### src/rtl/fir_mc_pipelined.sv
// fir_mc_pipelined
//   Multi-channel, fully pipelined direct-form FIR filter. Channels are
//   time-multiplexed: each has its own delay line and they share one
//   multiplier bank and adder tree. Coefficients are double-buffered. A new
//   set is written into a shadow bank and then copied into the active bank
//   on a swap. The result is rounded half-up, shifted and saturated.
//   Latency is 3 + clog2(N_TAPS) enabled cycles, at one sample per cycle.
//
// Ports
//   clk          rising-edge clock
//   reset        synchronous active-high reset (clears all state)
//   ena          global enable; 0 freezes delay lines, pipeline and outputs
//   in_valid     sample present on data_in
//   in_chan      channel of the incoming sample
//   data_in      signed input sample
//   coeff_we     write coeff_data into shadow[coeff_addr] (ignores ena)
//   coeff_addr   tap index, 0 = newest sample
//   coeff_data   signed coefficient
//   coeff_swap   request shadow -> active copy at the next enabled edge
//   swap_pending swap requested but not yet executed
//   out_valid    result present (one pulse per accepted sample)
//   out_chan     channel of the result
//   data_out     signed filtered result
//   out_sat      data_out was clipped
module fir_mc_pipelined #(
    parameter int N_TAPS      = 4,
    parameter int CHANNELS    = 2,
    parameter int DATA_WIDTH  = 18,
    parameter int COEFF_WIDTH = 18,
    parameter int OUT_WIDTH   = 38,
    parameter int OUT_SHIFT   = 0,
    localparam int TW         = $clog2(N_TAPS),
    localparam int CW         = (CHANNELS > 1) ? $clog2(CHANNELS) : 1,
    localparam int ACC_WIDTH  = DATA_WIDTH + COEFF_WIDTH + TW
) (
    input  logic                          clk,
    input  logic                          reset,
    input  logic                          ena,
    input  logic                          in_valid,
    input  logic [CW-1:0]                 in_chan,
    input  logic signed [DATA_WIDTH-1:0]  data_in,
    input  logic                          coeff_we,
    input  logic [TW-1:0]                 coeff_addr,
    input  logic signed [COEFF_WIDTH-1:0] coeff_data,
    input  logic                          coeff_swap,
    output logic                          swap_pending,
    output logic                          out_valid,
    output logic [CW-1:0]                 out_chan,
    output logic signed [OUT_WIDTH-1:0]   data_out,
    output logic                          out_sat
);

    localparam int PW = DATA_WIDTH + COEFF_WIDTH;
    localparam int NP = 1 << TW;                       // tree inputs, padded to a power of two
    localparam int RW = ACC_WIDTH + 1;                 // headroom for the rounding constant
    localparam int EW = (RW > OUT_WIDTH) ? RW : OUT_WIDTH;

    localparam logic [CW:0]              CHAN_LIM = (CW + 1)'(CHANNELS);
    localparam logic signed [RW-1:0]     RND_C    = RW'((1 << OUT_SHIFT) >> 1);
    localparam logic signed [EW-1:0]     OMAX     = {{(EW - OUT_WIDTH + 1){1'b0}}, {(OUT_WIDTH - 1){1'b1}}};
    localparam logic signed [EW-1:0]     OMIN     = ~OMAX;

    typedef logic signed [DATA_WIDTH-1:0]  sample_t;
    typedef logic signed [COEFF_WIDTH-1:0] coef_t;
    typedef logic signed [PW-1:0]          prod_t;
    typedef logic signed [ACC_WIDTH-1:0]   acc_t;

    // Round half-up (adds 2^(OUT_SHIFT-1), zero when OUT_SHIFT=0), then arithmetic shift.
    function automatic logic signed [RW-1:0] round_shift(input acc_t a);
        return (RW'(a) + RND_C) >>> OUT_SHIFT;
    endfunction

    // Returns {clipped, value}. When OUT_WIDTH covers the shifted range the
    // compares can never fire, so out_sat stays 0.
    function automatic logic [OUT_WIDTH:0] saturate(input logic signed [RW-1:0] v);
        logic signed [EW-1:0] e;
        e = EW'(v);
        if (e > OMAX)      return {1'b1, OMAX[OUT_WIDTH-1:0]};
        else if (e < OMIN) return {1'b1, OMIN[OUT_WIDTH-1:0]};
        else               return {1'b0, e[OUT_WIDTH-1:0]};
    endfunction

    sample_t          line_q   [CHANNELS][N_TAPS];
    coef_t            shadow_q [N_TAPS];
    coef_t            active_q [N_TAPS];
    logic             swap_pending_q;

    sample_t          tap_p1_q  [N_TAPS];
    logic             vld_p1_q;
    logic [CW-1:0]    chan_p1_q;

    prod_t            prod_p2_q [NP];
    logic             vld_p2_q;
    logic [CW-1:0]    chan_p2_q;

    acc_t             sum_q     [TW][NP];
    logic             vld_t_q   [TW];
    logic [CW-1:0]    chan_t_q  [TW];

    logic             out_valid_q;
    logic [CW-1:0]    out_chan_q;
    logic signed [OUT_WIDTH-1:0] data_out_q;
    logic             out_sat_q;

    logic             accept;
    assign accept = ena && in_valid && ({1'b0, in_chan} < CHAN_LIM);

    // Coefficient banks. The copy reads shadow_q before this edge's write lands.
    always_ff @(posedge clk) begin
        if (reset) begin
            for (int k = 0; k < N_TAPS; k++) begin
                shadow_q[k] <= '0;
                active_q[k] <= '0;
            end
            swap_pending_q <= 1'b0;
        end else begin
            if (coeff_we) begin
                for (int k = 0; k < N_TAPS; k++)
                    if (coeff_addr == TW'(k)) shadow_q[k] <= coeff_data;
            end
            if (ena && (coeff_swap || swap_pending_q)) begin
                for (int k = 0; k < N_TAPS; k++) active_q[k] <= shadow_q[k];
                swap_pending_q <= 1'b0;
            end else if (coeff_swap) begin
                swap_pending_q <= 1'b1;
            end
        end
    end

    // S1: shift the selected channel's delay line and register its tap vector
    always_ff @(posedge clk) begin
        if (reset) begin
            for (int c = 0; c < CHANNELS; c++)
                for (int k = 0; k < N_TAPS; k++) line_q[c][k] <= '0;
            for (int k = 0; k < N_TAPS; k++) tap_p1_q[k] <= '0;
            vld_p1_q  <= 1'b0;
            chan_p1_q <= '0;
        end else if (ena) begin
            vld_p1_q <= accept;
            if (accept) begin
                chan_p1_q <= in_chan;
                for (int c = 0; c < CHANNELS; c++) begin
                    if (in_chan == CW'(c)) begin
                        line_q[c][0] <= data_in;
                        tap_p1_q[0]  <= data_in;
                        for (int k = 1; k < N_TAPS; k++) begin
                            line_q[c][k] <= line_q[c][k-1];
                            tap_p1_q[k]  <= line_q[c][k-1];
                        end
                    end
                end
            end
        end
    end

    // S2: full-width products; padding slots are held at zero
    always_ff @(posedge clk) begin
        if (reset) begin
            for (int i = 0; i < NP; i++) prod_p2_q[i] <= '0;
            vld_p2_q  <= 1'b0;
            chan_p2_q <= '0;
        end else if (ena) begin
            for (int i = 0; i < N_TAPS; i++)
                prod_p2_q[i] <= prod_t'(tap_p1_q[i]) * prod_t'(active_q[i]);
            for (int i = N_TAPS; i < NP; i++)
                prod_p2_q[i] <= '0;
            vld_p2_q  <= vld_p1_q;
            chan_p2_q <= chan_p1_q;
        end
    end

    // S3..S(2+TW): one adder level per stage. An odd operand meets a zero pad,
    // which makes it a plain registered pass-through.
    always_ff @(posedge clk) begin
        if (reset) begin
            for (int l = 0; l < TW; l++) begin
                for (int i = 0; i < NP; i++) sum_q[l][i] <= '0;
                vld_t_q[l]  <= 1'b0;
                chan_t_q[l] <= '0;
            end
        end else if (ena) begin
            for (int i = 0; i < NP / 2; i++)
                sum_q[0][i] <= acc_t'(prod_p2_q[2*i]) + acc_t'(prod_p2_q[2*i+1]);
            vld_t_q[0]  <= vld_p2_q;
            chan_t_q[0] <= chan_p2_q;
            for (int l = 1; l < TW; l++) begin
                for (int i = 0; i < (NP >> (l + 1)); i++)
                    sum_q[l][i] <= sum_q[l-1][2*i] + sum_q[l-1][2*i+1];
                vld_t_q[l]  <= vld_t_q[l-1];
                chan_t_q[l] <= chan_t_q[l-1];
            end
        end
    end

    // Final stage: round, shift, saturate; result fields hold across bubbles
    always_ff @(posedge clk) begin
        if (reset) begin
            out_valid_q <= 1'b0;
            out_chan_q  <= '0;
            data_out_q  <= '0;
            out_sat_q   <= 1'b0;
        end else if (ena) begin
            out_valid_q <= vld_t_q[TW-1];
            if (vld_t_q[TW-1]) begin
                out_chan_q              <= chan_t_q[TW-1];
                {out_sat_q, data_out_q} <= saturate(round_shift(sum_q[TW-1][0]));
            end
        end
    end

    assign swap_pending = swap_pending_q;
    assign out_valid    = out_valid_q;
    assign out_chan     = out_chan_q;
    assign data_out     = data_out_q;
    assign out_sat      = out_sat_q;

endmodule

### config.mk
export PLATFORM = sky130hd
export DESIGN_NAME = fir_mc_pipelined
export DESIGN_NICKNAME = d
export VERILOG_FILES = /design/src/rtl/fir_mc_pipelined.sv
export SDC_FILE = /design/constraint.sdc
export NUM_CORES = 2
export LEC_CHECK = 0
export BUFFER_PORTS_ARGS = -buffer_cell sky130_fd_sc_hd__buf_4
export CAP_MARGIN = 20
export CORE_ASPECT_RATIO = 0.75
export CORE_MARGIN = 3
export CORE_UTILIZATION = 50
export DETAILED_ROUTE_END_ITERATION = 6
export GPL_ROUTABILITY_DRIVEN = 0
export HOLD_SLACK_MARGIN = 0.03
export PLACE_DENSITY_LB_ADDON = 0.08
export SYNTH_ARGS = -nofsm -noshare
export SYNTH_HDL_FRONTEND = slang
export SYNTH_SLANG_ARGS = --single-unit
### constraint.sdc
create_clock -name clk -period 6 [get_ports clk]
set_clock_uncertainty 0.1 [all_clocks]
set_input_delay 1.8 -clock clk [delete_from_list [all_inputs] [get_ports clk]]
set_output_delay 1.8 -clock clk [all_outputs]
set_load 0.005 [all_outputs]
; Yosys cells after proc, flatten, opt, wreduce, memory -nomap -nowiden
; Memories as Yosys holds them, arrays and structs flattened. A register that Yosys moved wholly into a read port is not among the register bits.
; Index checks and enable logic that the tools add are counted.
[op_classes]
add_sub_neg = 3
mul = 4
n_lt_le_gt_ge = 2
eq_ne = 3
mux = 71
n_bitwise = 35
n_reduce_logical = 7
[ops]
columns = operator, count
row1 = 18-bit 2-to-1 mux, 24
row2 = 18-bit by 18-bit multiplier with 36-bit output, 4
row3 = 36-bit 2-to-1 mux, 4
row4 = 38-bit 2-to-1 mux, 3
row5 = 39-bit 2-to-1 mux, 2
row6 = 36-bit by 36-bit adder with 37-bit output, 2
row7 = 38-bit adder, 1
row8 = "38-bit greater-than comparator, second input constant", 1
row9 = "38-bit < comparator, second input constant", 1
row10 = 1-bit 2-to-1 mux, 38
row11 = 1-bit OR, 35
row12 = "2-bit equality test, second input constant", 2
row13 = 2-bit AND reduction, 2
row14 = "2-bit by 1-bit equality test with 1-bit output, second input constant", 1
row15 = 1-bit logical AND, 2
row16 = 2-bit logical NOT, 1
row17 = 2-bit OR reduction, 1
row18 = 1-bit logical OR, 1
[totals]
register_bits = 45
mem_bits_rw = 660
inputBits = 45
wordCells = 141
mem_count = 8
[mem_list]
columns = memory, words, width, rd, rd_clocked_by_memory_dff, write_ports, line_no
row1 = sum_q, 2, 76, 2, 0, 2, 96  ; acc_t sum_q [TW][NP];
row2 = line_q, 2, 72, 2, 0, 2, 83  ; sample_t line_q [CHANNELS][N_TAPS];
row3 = prod_p2_q, 4, 36, 4, 0, 4, 92  ; prod_t prod_p2_q [NP];
row4 = active_q, 4, 18, 4, 0, 4, 85  ; coef_t active_q [N_TAPS];
row5 = shadow_q, 4, 18, 4, 0, 4, 84  ; coef_t shadow_q [N_TAPS];
row6 = tap_p1_q, 4, 18, 4, 0, 4, 88  ; sample_t tap_p1_q [N_TAPS];
row7 = +2 memories, --, --, --, --, --, --

; Longest topological paths before layout
[depth]
depth_word = 7
ltp_mapped = 26
ltp_nobuf = 24

; Worst setup path before layout
; No wires, ideal clock.
[synth_timing]
path_kind = reg-to-reg
from = memory tap_p1_q[0][17] in the netlist's numbering
to = memory prod_p2_q[0][35] in the netlist's numbering, data pin
setup_time_ps = 266
arrival_time_ps = 6185
required_time_ps = 5634
setup_slack_ps = -551
path_stages_with_launch = 27
path_cell_list = edfxtp_1 clkbuf_1 clkbuf_1 nand2_1 inv_1 fa_1 inv_1 fa_1 inv_1 ha_1 inv_1 fa_1 inv_1 fa_1 inv_1 fa_1 inv_1 ha_1 nand2_1 nor2_1 a211oi_1 nand2_1 o32a_1 a211o_1 a311oi_1 xnor2_1 nor2_1
[synth_lines]
columns = item, line_no
row1 = from (decl), 88
row2 = to (decl), 92

==> impl_metrics.csv <==
group,metric,value,unit
cells_and_area,final_cell_mix,"inv_1, fa_1, buf_4",
route,dr_total_vias,54609,
yosys,synthFlopType,"edfxtp_1",
timing,fin_crit,6.32,ns
yosys,syn-num-nets,9348,
route,wl_met1,101000,µm
yosys,yosysWarningCount,0,
cells_and_area,area.sequential,18500,µm²
power,pwr-share-comb,0.766,
clock_tree,clock_latency,0.67,ns
setup_path,critPathArrivalTime,6.65,ns
route,drt_first_pass_iters,5,
yosys,syn_area,76200,µm²
timing,worst_pin_slew,1.06,ns
cells_and_area,syn2layout_area_growth,20.8,%
grt,grt_pass1_vias,56040,
min_path,hp-start,"data_out[34]",
clock_tree,cts_tree,"done",
power,power,46.3,mW
cells_and_area,drive_above_1_share,0.208,
cells_and_area,fin_area,92100,µm²
power,vdd_ir_drop_max,0.722,mV
route,route.met3.wl,18700,µm
timing,max_freq,158,MHz
run_status,outcome,"finished, violations left",
setup_path,reg2reg_depth,21,
route,post_drt_wl_per_cell,20.7,µm
setup_path,timing.critical_path.mode_cell,"fa_1",
power,pwr-share-seq,0.137,
cells_and_area,fill_cells,12528,
route,highest_layer,"met5",
setup_path,crit_path_end_kind,"register",
power,p_sw_frac,0.459,
min_path,hold_end,"data_out[34]",
setup_path,start_kind,"register",
setup_path,slowest_stage,"fa_1",
run,max_cap_viol_count,0,
grt,grtUsageTotal,0.275,
setup_path,critPathMaxFanout,7,
power,power.internal,25.0,mW
power,leakagePower,44.2,nW
clock_tree,clk_pin_slew,0.06,ns
power,powerDensity,503,nW/µm²
grt,grt_max_degree,100,
yosys,synthCells,7503,
power,pwr-share-clk,0.098,
cells_and_area,layout.nets,10176,
floorplan,core-area,151000,µm²
clock_tree,clockBufferDepth,3,
clock_tree,h-tree-depth,3,
floorplan,io_pins,87,
clock_tree,cts_sinks,630,
timing,setup_slack,-0.324,ns
setup_path,r2r_slack,-0.32,ns
yosys,synthArstFlopShare,0,
clock_tree,cts_inserted_buffers,70,
floorplan,die_w,457,µm
setup_path,reg2reg_from,"tap_p1_q[0][8]",
timing,relSlewSlack,0.291,
clock_tree,cts-root-buf,"clkbuf_16",
place,placed_area,85100,µm²
route,wl,215000,µm
route,drtIter0Drc,4383,
timing,slew_viol_final,0,
yosys,synth_edf_count,584,
run_status,violations,"setup timing",
setup_path,timing.rr.end,"prod_p2_q[0][35]",
floorplan,dieHeight,344,µm
cells_and_area,multiInputGateArea,53900,µm²
yosys,synth_seq_cells,630,
power,power_switching,21.3,mW
setup_path,critical_path_class,"register to register",
place,hpwlAfterDp,174000,µm
floorplan,rows,123,
timing,rsz0062_at_grt,"true",
grt,antenna_found_initial,29,
yosys,syn_avg_cell_area,10.2,µm²
setup_path,required,6.32,ns
grt,grt_pass1_wl,332000,µm
min_path,whs_path_depth,2,
floorplan,start_util,0.506,
grt,overflow,0,
route,wl_met2,91100,µm
cells_and_area,final_common_cell,"inv_1",
setup_path,worstPathCellList,"buf_12, buf_6, and2_4, fa_1, fa_1, fa_1, fa_1, fa_1, inv_2, fa_1, inv_2, ha_4, nand2_1, nor2_1, a211oi_2, nand2_1, o32a_1, a211o_1, a311oi_2, xnor2_1, nor2_1",
place,dp_cells,10075,
timing,period_share,1.05,
route,viasPerCell,5.26,
yosys,yosysSeqAreaShare,0.242,
min_path,hp-class,"register to register",
route,drc,0,
place,io_buffer_count,86,
timing,hold_viol_final,0,
cells_and_area,final_cells,10391,
route,drtAntennaViolNets,0,
yosys,synth.distinct_cells,88,
floorplan,die_area,157000,µm²
timing,setup_viol,48,
setup_path,cpPeakStageDelay,0.57,ns
metal layers:
layer | global-route usage | vias to the layer above
met2 | 0.402 | 1636
met1 | 0.423 | 27820
met3 | 0.0623 | 205
li1 | - | 24944
met5 | 0 | -
met4 | 0.0517 | 4
worst max-delay path, delay by kind of cell, from the launching register on:
kind	cells	cell delay (ns)
flip-flops	1	0.42
AO/OA/AOI/OAI	4	1.21
adder cells (fa/ha/maj)	7	3.40
buffers and inverters	4	0.38
XOR/XNOR	1	0.16
AND/OR/NAND/NOR	5	0.40
cells by family (layout without fill, tap and decap cells):
| logic type | after synthesis | after routing | synth area share |
|---|---|---|---|
| muxes | 21 | 21 | 0.00276 |
| buffers and inverters | 1792 | 2675 | 0.0882 |
| adders and majority gates | 1800 | 1800 | 0.425 |
| DFF | 630 | 630 | 0.242 |
| xor gates and xnor gates | 184 | 184 | 0.0211 |
| and+or+nand+nor | 2355 | 2355 | 0.156 |
| other | 0 | 5 | 0 |
| AOI/OAI and AO/OA | 721 | 721 | 0.0643 |
per-stage QoR:
stage               hold WS [ns]  TNS [ns]  setup WS (ns)  utilization
finish                     0.360     -7.12         -0.324        0.611
global route               0.375    -18.22         -0.533        0.611
CTS                        0.361     -5.84         -0.319        0.601
detailed placement         0.352    -17.02         -0.805        0.565
global placement           0.344    -14.42         -0.754        0.565
floorplan                  0.339    -0.298         -0.121            -
state kept, by name, summed over array words and instances, names as in the netlist:
register and flops:
chan_p1_q 1, line_q 108, active_q 72, vld_t_q 2, vld_p1_q 1, out_sat 1
sum_q 112, tap_p1_q 72, prod_p2_q 144, chan_t_q 2, out_chan 1, vld_p2_q 1
swap_pending 1, data_out 38, out_valid 1, chan_p2_q 1, shadow_q 72
repair_timing:
| item | 4_1_cts | 5_1_grt |
|---|---|---|
| setup endpoints to repair | 66 | 74 |
| hold endpoints to repair | 0 | 0 |
| gates cloned | 3 | 3 |
| hold buffers | 0 | 0 |
| setup buffers | 135 | 64 |
| pin swaps | 275 | 278 |
| resized for setup | 471 | 311 |
power by group through the flow:
stage               logic (mW)  registers [mW]  clock network [mW]
CTS                       32.6            6.33                4.62
finish                    35.5            6.33                4.53
global placement          28.9            6.44                   0
detailed placement        29.2            6.44                   0
global route              38.9            6.38                4.78
floorplan                 18.0            6.05                   0
cell usage after synthesis, types with 71 or more instances:
cell type  number  area [µm²]
ha_1          481        6020
and2_1        859        5370
inv_1        1519        5700
nor3_1         71         355
a21o_1        157        1180
xnor2_1       110         963
nor2_1        317        1190
a21oi_1       182         911
nand2_1       789        2960
edfxtp_1      584       17500
o21ai_0        97         485
and3_1         97         607
fa_1         1319       26400
clkbuf_1      259         972
xor2_1         74         648
final cells by class:
type / count / area share
sequential: 630 / 0.200
multi-input combinational: 5081 / 0.585
antenna: 5 / 0.000136
inverter: 1519 / 0.0620
clock inverter: 43 / 0.00564
clock buffer: 84 / 0.0203
timing repair buffer: 1029 / 0.0992
tap: 2000 / 0.0272
worst max-delay path by stage:
stage / start / endpoint / slack (ns) / cells past startpoint
final: tap_p1_q[0][8] / prod_p2_q[0][35] / -0.32 / 21
after global routing: active_q[0][6] / prod_p2_q[0][35] / -0.53 / 22
after CTS: tap_p1_q[1][7] / prod_p2_q[1][33] / -0.32 / 22
after detailed placement: tap_p1_q[1][13] / prod_p2_q[1][29] / -0.80 / 22
after global placement: tap_p1_q[1][13] / prod_p2_q[1][29] / -0.75 / 22
after floorplan: active_q[2][6] / prod_p2_q[2][35] / -0.12 / 22
No activity file was read; power rests on OpenSTA's default activity.
